[config.mk]
export PLATFORM = sky130hd
export DESIGN_NAME = nibble_serial_subtractor
export DESIGN_NICKNAME = d
export VERILOG_FILES = /design/src/rtl/nibble_serial_subtractor_pkg.sv /design/src/rtl/nibble_serial_subtractor_lookahead.sv /design/src/rtl/nibble_serial_subtractor.sv
export SDC_FILE = /design/constraint.sdc
export NUM_CORES = 1
export LEC_CHECK = 0
export BUFFER_PORTS_ARGS = -buffer_cell sky130_fd_sc_hd__buf_4
export CAP_MARGIN = 20
export CORE_ASPECT_RATIO = 1.25
export CORE_MARGIN = 2
export CORE_UTILIZATION = 48
export CTS_CLUSTER_DIAMETER = 50
export DETAILED_ROUTE_END_ITERATION = 16
export HOLD_SLACK_MARGIN = 0.02
export PLACE_DENSITY = 0.75
export SETUP_SLACK_MARGIN = 0.4
export SYNTH_ARGS = -nofsm -noshare
export SYNTH_HDL_FRONTEND = slang
export SYNTH_SLANG_ARGS = --single-unit
[constraint.sdc]
create_clock -name clk -period 2.7 [get_ports clk]
set_clock_uncertainty 0.1 [all_clocks]
set_input_delay 0.54 -clock clk [delete_from_list [all_inputs] [get_ports clk]]
set_output_delay 0.54 -clock clk [all_outputs]
set_load 0.02 [all_outputs]
[src/rtl/nibble_serial_subtractor_pkg.sv]
// Shared definitions for the nibble-serial subtractor: state encoding,
// slice width and the nibble index width helper.
package nibble_serial_subtractor_pkg;

    localparam int NIBBLE_W = 4;

    typedef enum logic [1:0] {
        ST_IDLE = 2'd0,
        ST_RUN  = 2'd1,
        ST_DONE = 2'd2
    } state_e;

    // Width of the nibble index; never narrower than one bit.
    function automatic int idx_width(input int nibbles);
        return (nibbles > 1) ? $clog2(nibbles) : 1;
    endfunction

endpackage

[src/rtl/nibble_serial_subtractor_lookahead.sv]
// sub_lookahead_4bit: combinational 4-bit a + ~b + c_in slice with
// generate/propagate carry lookahead. c3 is the carry into bit 3, which the
// top uses to form the signed overflow flag on the most significant nibble.
module sub_lookahead_4bit
    import nibble_serial_subtractor_pkg::*;
(
    input  logic [NIBBLE_W-1:0] a,
    input  logic [NIBBLE_W-1:0] b,
    input  logic                c_in,
    output logic [NIBBLE_W-1:0] s,
    output logic                c_out,
    output logic                c3
);

    logic [NIBBLE_W-1:0] g;
    logic [NIBBLE_W-1:0] p;
    logic [NIBBLE_W:0]   c;

    // Per-bit generate/propagate against the inverted subtrahend.
    for (genvar gi = 0; gi < NIBBLE_W; gi++) begin : g_gp
        assign g[gi] = a[gi] & ~b[gi];
        assign p[gi] = a[gi] ^ ~b[gi];
    end

    // Flattened lookahead carries: each depends only on g, p and c_in.
    always_comb begin
        c[0] = c_in;
        c[1] = g[0] | (p[0] & c_in);
        c[2] = g[1] | (p[1] & g[0]) | (p[1] & p[0] & c_in);
        c[3] = g[2] | (p[2] & g[1]) | (p[2] & p[1] & g[0])
             | (p[2] & p[1] & p[0] & c_in);
        c[4] = g[3] | (p[3] & g[2]) | (p[3] & p[2] & g[1])
             | (p[3] & p[2] & p[1] & g[0]) | (p[3] & p[2] & p[1] & p[0] & c_in);
    end

    assign s     = p ^ c[NIBBLE_W-1:0];
    assign c_out = c[4];
    assign c3    = c[3];

endmodule

[src/rtl/nibble_serial_subtractor.sv]
// nibble_serial_subtractor: WIDTH-bit a - b - borrow_in computed one nibble
// per clock through a single lookahead slice, with the carry (inverted
// borrow) chained between cycles. Valid/ready handshakes on both sides.
// Optional feature macro: SUB_OVF_FLAG_EN adds the signed overflow port ovf.
module nibble_serial_subtractor
    import nibble_serial_subtractor_pkg::*;
#(
    parameter int WIDTH = 16
) (
    input  logic             clk,
    input  logic             rst,
    input  logic             in_valid,
    output logic             in_ready,
    input  logic [WIDTH-1:0] a,
    input  logic [WIDTH-1:0] b,
    input  logic             borrow_in,
    output logic             out_valid,
    input  logic             out_ready,
    output logic [WIDTH-1:0] d,
    output logic             borrow_out,
    output logic             zero
`ifdef SUB_OVF_FLAG_EN
    ,
    output logic             ovf
`endif
);

    localparam int NIBBLES = WIDTH / NIBBLE_W;
    localparam int IDX_W   = idx_width(NIBBLES);

    state_e               state_q, state_d;
    logic [WIDTH-1:0]     a_q, b_q, d_q, d_d;
    logic                 c_q;
    logic [IDX_W-1:0]     idx_q;
    logic                 borrow_q, zero_q;
    logic                 last_nib;

    logic [NIBBLE_W-1:0]  a_nib [NIBBLES];
    logic [NIBBLE_W-1:0]  b_nib [NIBBLES];
    logic [NIBBLE_W-1:0]  sum_nib;
    logic                 c_out;

    // Split the latched operands into nibbles so the slice input is a mux.
    for (genvar gi = 0; gi < NIBBLES; gi++) begin : g_nib
        assign a_nib[gi] = a_q[gi*NIBBLE_W +: NIBBLE_W];
        assign b_nib[gi] = b_q[gi*NIBBLE_W +: NIBBLE_W];
    end

    assign last_nib = (idx_q == IDX_W'(NIBBLES - 1));

`ifdef SUB_OVF_FLAG_EN
    logic c3;
    logic ovf_q;

    sub_lookahead_4bit u_slice (
        .a     (a_nib[idx_q]),
        .b     (b_nib[idx_q]),
        .c_in  (c_q),
        .s     (sum_nib),
        .c_out (c_out),
        .c3    (c3)
    );
`else
    sub_lookahead_4bit u_slice (
        .a     (a_nib[idx_q]),
        .b     (b_nib[idx_q]),
        .c_in  (c_q),
        .s     (sum_nib),
        .c_out (c_out),
        .c3    ()
    );
`endif

    // Merge the freshly computed nibble into the running difference.
    always_comb begin
        d_d = d_q;
        for (int i = 0; i < NIBBLES; i++) begin
            if (idx_q == IDX_W'(i)) begin
                d_d[i*NIBBLE_W +: NIBBLE_W] = sum_nib;
            end
        end
    end

    // State register.
    always_ff @(posedge clk or posedge rst) begin
        if (rst) begin
            state_q <= ST_IDLE;
        end else begin
            state_q <= state_d;
        end
    end

    // Next-state logic: accept in IDLE, step nibbles in RUN, hold in DONE.
    always_comb begin
        state_d = state_q;
        unique case (state_q)
            ST_IDLE: if (in_valid)  state_d = ST_RUN;
            ST_RUN:  if (last_nib)  state_d = ST_DONE;
            ST_DONE: if (out_ready) state_d = ST_IDLE;
            default:                state_d = ST_IDLE;
        endcase
    end

    // Handshake outputs are decoded from the state register only.
    always_comb begin
        in_ready  = (state_q == ST_IDLE);
        out_valid = (state_q == ST_DONE);
    end

    // Datapath: latch operands on accept, chain the carry through RUN and
    // capture the flags on the final nibble; everything holds in DONE.
    always_ff @(posedge clk or posedge rst) begin
        if (rst) begin
            a_q      <= '0;
            b_q      <= '0;
            d_q      <= '0;
            c_q      <= 1'b0;
            idx_q    <= '0;
            borrow_q <= 1'b0;
            zero_q   <= 1'b0;
`ifdef SUB_OVF_FLAG_EN
            ovf_q    <= 1'b0;
`endif
        end else begin
            if (state_q == ST_IDLE && in_valid) begin
                a_q   <= a;
                b_q   <= b;
                c_q   <= ~borrow_in;
                idx_q <= '0;
            end else if (state_q == ST_RUN) begin
                d_q <= d_d;
                c_q <= c_out;
                if (last_nib) begin
                    idx_q    <= '0;
                    borrow_q <= ~c_out;
                    zero_q   <= (d_d == '0);
`ifdef SUB_OVF_FLAG_EN
                    ovf_q    <= c3 ^ c_out;
`endif
                end else begin
                    idx_q <= idx_q + 1'b1;
                end
            end
        end
    end

    assign d          = d_q;
    assign borrow_out = borrow_q;
    assign zero       = zero_q;
`ifdef SUB_OVF_FLAG_EN
    assign ovf        = ovf_q;
`endif

endmodule
Word-level counts from Yosys, hierarchy flattened
Index checks and enable logic that the tools add are counted.
{ "totals": {"reg_bits": 55, "inputBits": 37, "output_inout_bits": 20, "elab_cells": 88} }
{ "classes": {"n_addsub": 1, "order_cmp": 1, "n_eq_ne": 8, "n_mux": 19, "bitwise_logic": 43, "reduce_logical": 8} }
{ "op_table": {"columns": ["cell", "n"], "rows": [
  ["$mux 4", 8],
  ["$and 1x1->1", 20],
  ["$bmux 4 s2", 2],
  ["$logic_not 16->1", 1],
  ["$mux 2", 6],
  ["$or 1x1->1", 10],
  ["$not 1->1", 7],
  ["$eq 2x2->1 const B", 3],
  ["$pmux 2 s3", 1],
  ["$reduce_and 3->1", 2],
  ["$eq 2x1->1 const B", 2],
  ["$logic_not 2->1", 2],
  ["$ne 2x2->1 const B", 2],
  ["$xor 1x1->1", 4],
  ["$xor 4x4->4", 1],
  ["$ge 3x3->1 const B", 1],
  ["$not 2->3", 1],
  ["$add 2x1->2 const B", 1],
  ["$mux 1", 2],
  ["$ne 2x1->1 const B", 1],
  ["$reduce_and 2->1", 1],
  ["$reduce_bool 2->1", 1],
  ["$logic_and 1x1->1", 1]
]} }

Logic depth before layout (Yosys ltp)
Gate-level depths: netlist of the first run.
{ "logic_depth": {"word_depth": 13, "mapped_depth": 9} }

Cells and area by module
From an unflattened synthesis of the first run, not the netlist that was laid out.
{ "unflattened": {"hier_cells": 248, "area_unflattened_um2": 2622.5} }
{ "by_module_without_submodules": {"columns": ["mod", "instances", "cells_each", "area_per_inst_um2", "seq_area_each_um2"], "rows": [
  ["nibble_serial_subtractor", 1, 230, 2467.4, 1376.3],
  ["sub_lookahead_4bit", 1, 18, 155.1, 0.0]
]} }

Worst setup path after synthesis of the first run
Ideal clock, no wire load.
{ "synth_timing": {"path_kind": "flip-flop to flip-flop", "from": "register idx_q[0]", "to": "register zero_q (netlist: zero)", "setup_time_ns": 0.103, "t_arrival_ns": 2.471, "t_required_ns": 2.497, "setup_slack_ns": 0.026, "path_stages_with_launch": 10, "synth_period_minus_slack_ns": 2.674, "path_cell_list": "dfrtp_1 buf_2 mux4_2 inv_1 fa_1 inv_1 a211oi_1 a21oi_1 o41a_1 o41ai_2"} }
{ "synth_via": {"elab_chain_len": 13} }
{ "synth_lines": {"columns": ["item", "line_no", "text"], "rows": [
  ["start, declared", "nibble_serial_subtractor.sv:34", "logic [IDX_W-1:0] idx_q;"],
  ["start signal, assigned", "nibble_serial_subtractor.sv:141", "idx_q <= idx_q + 1'b1;"],
  ["$not 2->3 (implied by the code)", "nibble_serial_subtractor.sv:65, nibble_serial_subtractor.sv:66", null],
  ["$bmux 4 s2", "nibble_serial_subtractor.sv:66", ".b (b_nib[idx_q]),"],
  ["$mux 4 (implied by the code) (2 in a row)", "nibble_serial_subtractor.sv:66", null],
  ["$not 1->1", "nibble_serial_subtractor_lookahead.sv:21, nibble_serial_subtractor_lookahead.sv:22", null],
  ["$xor 1x1->1 or $and 1x1->1 (tied branches)", "nibble_serial_subtractor_lookahead.sv:22, nibble_serial_subtractor_lookahead.sv:21", null],
  ["$and 1x1->1, on equally long branches", "nibble_serial_subtractor_lookahead.sv:30, nibble_serial_subtractor_lookahead.sv:31", null],
  ["$or 1x1->1, or another cell as far along", "nibble_serial_subtractor_lookahead.sv:30", "c[3] = g[2] | (p[2] & g[1]) | (p[2] & p[1] & g[0])"],
  ["$or 1x1->1 or $and 1x1->1 (tied branches)", "nibble_serial_subtractor_lookahead.sv:30, nibble_serial_subtractor_lookahead.sv:31", null],
  ["$or 1x1->1", "nibble_serial_subtractor_lookahead.sv:31", "| (p[2] & p[1] & p[0] & c_in);"],
  ["$xor 4x4->4", "nibble_serial_subtractor_lookahead.sv:36", "assign s = p ^ c[NIBBLE_W-1:0];"],
  ["$mux 4", "nibble_serial_subtractor.sv:78", "if (idx_q == IDX_W'(i)) begin"],
  ["$logic_not 16->1", "nibble_serial_subtractor.sv:136", "zero_q <= (d_d == '0);"],
  ["end signal, assigned", "nibble_serial_subtractor.sv:136", null],
  ["end, declared", "nibble_serial_subtractor.sv:35", "logic borrow_q, zero_q;"]
]} }
Parallel ways exist; a longest one is shown, timed or not. The select of a mux whose other input is x is not followed.
A chain may end at the register's enable or synchronous reset.

Worst setup path after layout of the first run
Same ends and word-level chain as after synthesis.

==> metrics.csv, run 1 <==
metric,value,unit
drt_iter0_markers,85,
syn_area,0.002544,sq mm
clock_latency,0.31,ns
hpwl,4170,um
worstMarginPinSlew,0.5929,ns
grt.total_usage,0.2008,
dieArea,0.005901,sq mm
core,0.005080,sq mm
drt_pass1_iterations,5,
fin_nets,380,
vias,2001,
yosys_warnings,0,
maxCapViolations,0,
timing.fmax,0.3764,GHz
crit_required,2.80,ns
antenna_found_initial,0,
cpMaxStageDelayCell,fa_1,
clkTransAtPathRegs,0.09,ns
wirelength,5555,um
critPathMaxFanout,3,
path_cells,mux4_2 -> fa_1 -> inv_2 -> a222oi_1 -> o21ai_1 -> o41ai_2,
rsz0062_at_grt,true,
overflow,0,
row_count,29,
wl_per_cell,13.99,um
cp_num_buf_inv,1,
place.port_buffers,56,
final_cells,397,
num_antenna_cells,0,
finalSetupViolCount,0,
synth_seq_cells,55,
ys_types,29,
grt_pass1_wl,9446,um
cts_max_level,2,
gp_congestion,0.9187,
slew_viol_final,0,
die_x,69.11,um
pin_count,57,
synth_nets,312,
fin_crit,2.656,ns
layout-area-overhead-vs-synth,29.86,%
hold_path.class,primary input to async pin,
grt_max_degree,37,
via_per_inst,5.040,
cts_sinks,55,
arrival,2.76,ns
chipHeight,85.39,um
status,finished clean,
crit_type,flop to flop,
placedCellCount,384,
fill_cells,425,
period_share,0.9839,
ant_nets,0,
initial_utilization,0.5007,
syn_inst,266,
max_stage_delay,0.56,ns
grt_pass1_vias,2048,
cts_hold_buf,0,
critical_path.startpoint_type,flop,
seq_area_frac_synth,0.5411,
cts_made_buffers,5,
cts_buffer_depth,2,
drive_gt1_frac,0.3164,
avgSynthCellArea,9.563,sq um
maxSlewHeadroom,0.6041,
cp-end-kind,flop,
cts_tree,done,
drc_errors,0,
cp_top_family,compound AO/OA/AOI/OAI gates,
root_buffer,clkbuf_8,
finalHoldViolations,0,
cells by family (layout without fill, tap and decap cells):
| logic type | after synthesis | after routing | synth area share |
|---|---|---|---|
| xor+xnor | 3 | 3 | 0.01328 |
| flops | 55 | 55 | 0.5411 |
| fa+ha+maj | 9 | 9 | 0.04722 |
| mux | 9 | 9 | 0.07526 |
| compound gates | 35 | 35 | 0.08608 |
| simple gates | 130 | 130 | 0.1997 |
| buf+inv | 25 | 94 | 0.03738 |
cell type report:
cell class / instances / area [sq um] / area share
multi-input combinational: 186 / 1151 / 0.3485
clock inverter: 1 / 5.005 / 0.001515
inverter: 14 / 52.55 / 0.01591
clock buffer: 7 / 76.32 / 0.02311
timing repair buffer: 72 / 564.3 / 0.1708
sequential: 55 / 1376 / 0.4167
tap: 62 / 77.57 / 0.02348
state kept, by name, summed over array words and instances (netlist names):
name / count
b_q: 16
borrow_out: 1
a_q: 16
c_q: 1
idx_q: 2
state_q: 2
d: 16
zero: 1
worst register-to-register path, stage by stage (launching register included):
cell and delay (ns):
dfrtp_1 0.41, mux4_2 0.54, fa_1 0.56, inv_2 0.05, a222oi_1 0.33, o21ai_1 0.17
o41ai_2 0.40
Yosys cell counts:
cell	number	share of area
dfrtp_1	55	0.54
fa_1	1	0.0079
nor4_1	2	0.0049
nor2_1	1	0.0015
a211oi_1	1	0.0030
o41ai_2	1	0.0064
and2_1	1	0.0025
a21oi_1	5	0.0098
a21o_1	1	0.0030
mux2_2	1	0.0044
o31ai_1	2	0.0059
nor3_1	1	0.0020
buf_2	1	0.0020
nand2_1	119	0.18
nand2b_1	2	0.0049
a222oi_1	1	0.0039
o221ai_1	1	0.0034
o41a_1	1	0.0044
mux4_2	8	0.071
o2111ai_1	1	0.0034
nand3_1	3	0.0059
o21ai_0	20	0.039
nor2b_1	1	0.0025
ha_1	8	0.039
inv_1	14	0.021
a41oi_1	1	0.0034
clkbuf_1	10	0.015
xnor2_1	2	0.0069
xor2_2	1	0.0064
worst paths after layout:
path | startpoint | endpoint | slack, ns | cells past startpoint
hold / removal | rst | d[12]$_DFFE_PP0P_ | 0.20 | 2
hold reg to reg | b_q[10]$_DFFE_PP0P_ | b_q[10]$_DFFE_PP0P_ | 0.38 | 2
setup / recovery | idx_q[0]$_DFFE_PP0P_ | zero$_DFFE_PP0P_ | 0.04 | 6
max in group asynchronous | rst | a_q[3]$_DFFE_PP0P_ | 1.75 | 3
setup reg to reg | idx_q[0]$_DFFE_PP0P_ | zero$_DFFE_PP0P_ | 0.04 | 6
min in group clk | b[9] | b_q[9]$_DFFE_PP0P_ | 0.31 | 3
layout by cell type, fill, tap and decap left out, types with 2 or more instances in the layout:
cell / synthesis / routed
buf_4: 0 / 68
nand2_1: 119 / 119
inv_2: 0 / 4
a21oi_2: 0 / 2
ha_1: 8 / 6
nand2b_1: 2 / 2
clkbuf_1: 10 / 2
dfrtp_1: 55 / 55
nand3_1: 3 / 3
o21ai_0: 20 / 14
a21oi_1: 5 / 2
inv_1: 14 / 10
o21ai_2: 0 / 4
mux4_2: 8 / 8
o31ai_1: 2 / 2
clkbuf_8: 0 / 5
nor4_1: 2 / 2
o21ai_1: 0 / 2
buf_6: 0 / 3
stage by stage:
stage,instance area (sq um),setup slack [ns],hold slack [ns],setup TNS (ns),utilization
2_1_floorplan,2556,0.1028,0.3403,0,-
6_report,3303,0.04357,0.1961,0,0.6502
5_1_grt,3303,-0.08945,0.2392,-0.08945,0.6502
3_5_place_dp,3099,0.02383,0.3653,0,0.6101
3_3_place_gp,3099,0.1671,0.3576,0,0.6101
4_1_cts,3196,0.09622,0.2130,0,0.6291
per-layer routing:
layer,global-route usage,share of wire,wire length (um),up-vias
met3,0.04038,0.042,236,5
met2,0.3514,0.52,2902,46
met1,0.2466,0.42,2338,947
met4,0.07308,0.014,78,0
li1,-,-,-,1003
met5,0,0,0,-
repair_timing:
action                                  4_1_cts  5_1_grt
endpoints found under the setup margin       11       13
gates resized for setup                       3       22
cloned                                        0        0
pin swaps                                     2        7
buffers inserted                              1        4
Power of run 1 is not shown: default switching activity piles up to over one toggle a cycle in this logic, so the estimate is an artifact.
==> run 2: changes to the inputs <==
--- a/config.mk
+++ b/config.mk
@@ -9,12 +9,13 @@
 export CAP_MARGIN = 20
 export CORE_ASPECT_RATIO = 1.25
 export CORE_MARGIN = 2
-export CORE_UTILIZATION = 48
+export CORE_UTILIZATION = 49
 export CTS_CLUSTER_DIAMETER = 50
 export DETAILED_ROUTE_END_ITERATION = 16
 export HOLD_SLACK_MARGIN = 0.02
-export PLACE_DENSITY = 0.75
+export PLACE_DENSITY = 0.76
 export SETUP_SLACK_MARGIN = 0.4
 export SYNTH_ARGS = -nofsm -noshare
 export SYNTH_HDL_FRONTEND = slang
+export SYNTH_HIERARCHICAL = 1
 export SYNTH_SLANG_ARGS = --single-unit
==> run 2 against run 1 <==
Effect of this change: non-clock buffer count down 5; via count down 1.5%; register-to-register slack better by 0.098 ns; clock-buffer cell count up 1; core utilization up 0.79 points; critical path depth up 4; worst setup slack better by 0.098 ns; sequential share of layout area down 0.75 points.
==> metrics.csv, run 2 <==
metric,value,unit,change
status,finished clean,,
initial_utilization,0.5126,,+0.01186
arrival,2.69,ns,-0.07 ns
hold_path.class,primary input to async pin,,
post-place-ws,-0.004880,ns,-0.02871 ns
synth_seq_cells,55,,unchanged
placedCellCount,365,,-4.9%
async_flop_share,1.000,,unchanged
finalSetupViolCount,0,,unchanged
drt_iter0_markers,132,,+55%
power_density,1592,mW/mm^2,
synthAdderAreaFrac,0.04580,,-0.001419
overflow,0,,unchanged
num_antenna_cells,0,,unchanged
maxCapViolations,0,,unchanged
cts_max_level,2,,unchanged
yosys-top-cells-area,"dfrtp_1, nand2_1, mux4_2",,
timing.fmax,0.3908,GHz,+3.8%
final_cell_mix,"nand2_1, buf_4, dfrtp_1",,
fin_crit,2.559,ns,-0.09770 ns
synthMuxAreaShare,0.1388,,+0.06358
ys_top_cells_by_count,"nand2_1, dfrtp_1, mux2_2",,
crit_required,2.84,ns,+0.04 ns
synth-xor-area-share,0.01002,,-0.003262
cts_made_buffers,5,,unchanged
dieArea,0.005957,sq mm,+0.95%
ys_types,32,,+10%
rsz0062_at_grt,true,,
drc_errors,0,,unchanged
maxSlewHeadroom,0.4556,,-0.1485
yosys_most_used_dff,dfrtp_1,,
synth_top_cell_by_area,dfrtp_1,,
pin_count,57,,unchanged
wl_met2,2821,um,-2.8%
vias,1970,,-1.5%
wl_met3,228,um,-3.4%
worstMarginPinSlew,0.8149,ns,+0.2219 ns
reg2reg_depth,10,,+4
die_x,69.44,um,+0.47%
grt.total_usage,0.1971,,-0.003706
layout-area-overhead-vs-synth,28.39,%,
fin_nets,359,,-5.5%
fill_cells,408,,-4.0%
r2r_setup_slack,0.14,ns,+0.10 ns
met1Wirelength,2203,um,-5.8%
synth_top_family_by_area,simple AND/OR/NAND/NOR gates,,
yosys_warnings,6,,+6
wirelength,5325,um,-4.1%
clock_latency,0.30,ns,about the same
crit_type,flop to flop,,
period_share,0.9477,,-0.03619
synth_nets,294,,-5.8%
antenna_found_initial,0,,unchanged
final_cells,376,,-5.3%
synth-edff-count,0,,unchanged
core,0.005116,sq mm,+0.71%
ant_nets,0,,unchanged
reg2reg_to,zero$_DFFE_PP0P_,,
fin_ws,0.1413,ns,+0.09770 ns
yosys.area_share.simple,0.1985,,-0.001232
hpwl,4004,um,-4.0%
critPathMaxFanout,5,,+2
routed.top_layer,met4,,
cts_sinks,55,,unchanged
critical_path.startpoint_type,flop,,
syn_area,0.002623,sq mm,+3.1%
via_per_inst,5.239,,+3.9%
yosys.area.top_type_share,0.5248,,-0.01626
fin_tns_setup,0,ns,unchanged
wl_per_cell,14.16,um,+1.2%
grt_pass1_wl,9439,um,about the same
grt_pass1_vias,2059,,+0.54%
drt_pass1_iterations,4,,-1
hold_ws,0.1976,ns,+0.001536 ns
regArea,0.001378,sq mm,about the same
p_leak,1.707,nW,
place.port_buffers,56,,unchanged
slew_viol_final,0,,unchanged
synth_compound_area_frac,0.05248,,-0.03360
finalHoldViolations,0,,unchanged
synth.most_common_cell,nand2_1,,
row_count,29,,unchanged
chipHeight,85.80,um,+0.47%
cts_tree,done,,
r2r_start,idx_q[0]$_DFFE_PP0P_,,
ir_drop,0.8747,mV,
cp-end-kind,flop,,
cts_hold_buf,0,,unchanged
multi_input_area,0.001259,sq mm,+9.3%
syn_inst,248,,-6.8%
drive_gt1_frac,0.3694,,+0.05301
gp_congestion,0.7567,,-18%
root_buffer,clkbuf_8,,
grt_max_degree,35,,-5.4%
final_common_cell,nand2_1,,
avgSynthCellArea,10.57,sq um,+11%
clkTransAtPathRegs,0.09,ns,about the same
cts_buffer_depth,2,,unchanged
seq_area_frac_synth,0.5248,,-0.01626
[run 2: cell count changes after synthesis, moves of 6 or more]
cell      previous run  this run
mux2_2               1        15
buf_2                1         8
inv_1               14         8
clkbuf_1            10         0
nand2_1            119       101
o21ai_0             20         5
[run 2: how the worst max path moves through the flow]
| stage | slack, ns | cells after the start | from | endpoint |
|---|---|---|---|---|
| 2_1_floorplan | 0.12 | 11 | idx_q[0]$_DFFE_PP0P_ | zero$_DFFE_PP0P_ |
| 3_3_place_gp | 0.07 | 10 | idx_q[0]$_DFFE_PP0P_ | zero$_DFFE_PP0P_ |
| 3_5_place_dp | -0.005 | 10 | idx_q[0]$_DFFE_PP0P_ | zero$_DFFE_PP0P_ |
| 4_1_cts | 0.15 | 10 | idx_q[0]$_DFFE_PP0P_ | zero$_DFFE_PP0P_ |
| 5_1_grt | -0.003 | 10 | idx_q[0]$_DFFE_PP0P_ | zero$_DFFE_PP0P_ |
| 6_report | 0.14 | 10 | idx_q[0]$_DFFE_PP0P_ | zero$_DFFE_PP0P_ |
[run 2: final cells by class]
type                            count  area share
Tap cell                           62     0.02304
Multi-Input combinational cell    176      0.3738
Inverter                            8    0.008919
Clock buffer                        8     0.02973
Sequential cell                    55      0.4091
Timing Repair Buffer               67      0.1553
[run 2: worst max-delay path, stage by stage, from the launching register on]
cell	delay [ns]
dfrtp_2	0.44
mux4_2	0.53
inv_2	0.11
ha_4	0.21
a211oi_4	0.27
o21bai_2	0.12
xor2_2	0.18
nor3b_2	0.18
o22a_1	0.13
o2111ai_1	0.09
o21ai_1	0.13
[run 2: what timing repair did]
item | CTS | global route
pin swaps | 1 | 6
resized for setup | 9 | 8
buffers inserted | 1 | 2
setup endpoints to repair | 15 | 11
hold endpoints to repair | 0 | 0
[run 2: layer usage]
layer | vias up | GRT usage
li1 | 952 | -
met1 | 961 | 0.2356
met2 | 50 | 0.3584
met3 | 7 | 0.04465
met4 | 0 | 0.05348
met5 | - | 0
[run 2: cell families (layout without fill, tap and decap cells)]
logic type	Yosys count	count (layout)
adders and majority gates	9	9
and+or+nand+nor	122	122
buffers and inverters	17	83
AOI/OAI and AO/OA	18	18
muxes	24	24
xor gates and xnor gates	3	3
DFF	55	55
[run 2: power breakdown]
group | leakage (nW) | internal (W) | switching (W)
clock | 0.0515 | 0.000234 | 0.000245
sequential | 0.672 | 0.00124 | 0.000288
combinational | 0.984 | 0.00165 | 0.00171
[run 2: stage by stage]
| step | instance area [sq um] | total power, W | util |
|---|---|---|---|
| CTS | 3316 | 0.005138 | 0.6481 |
| floorplan | 2644 | 0.003495 | - |
| global placement | 3164 | 0.004356 | 0.6185 |
| detailed placement | 3164 | 0.004427 | 0.6185 |
| global route | 3367 | 0.005804 | 0.6581 |
| finish | 3367 | 0.005361 | 0.6581 |
No activity file was read; power rests on OpenSTA's default activity.
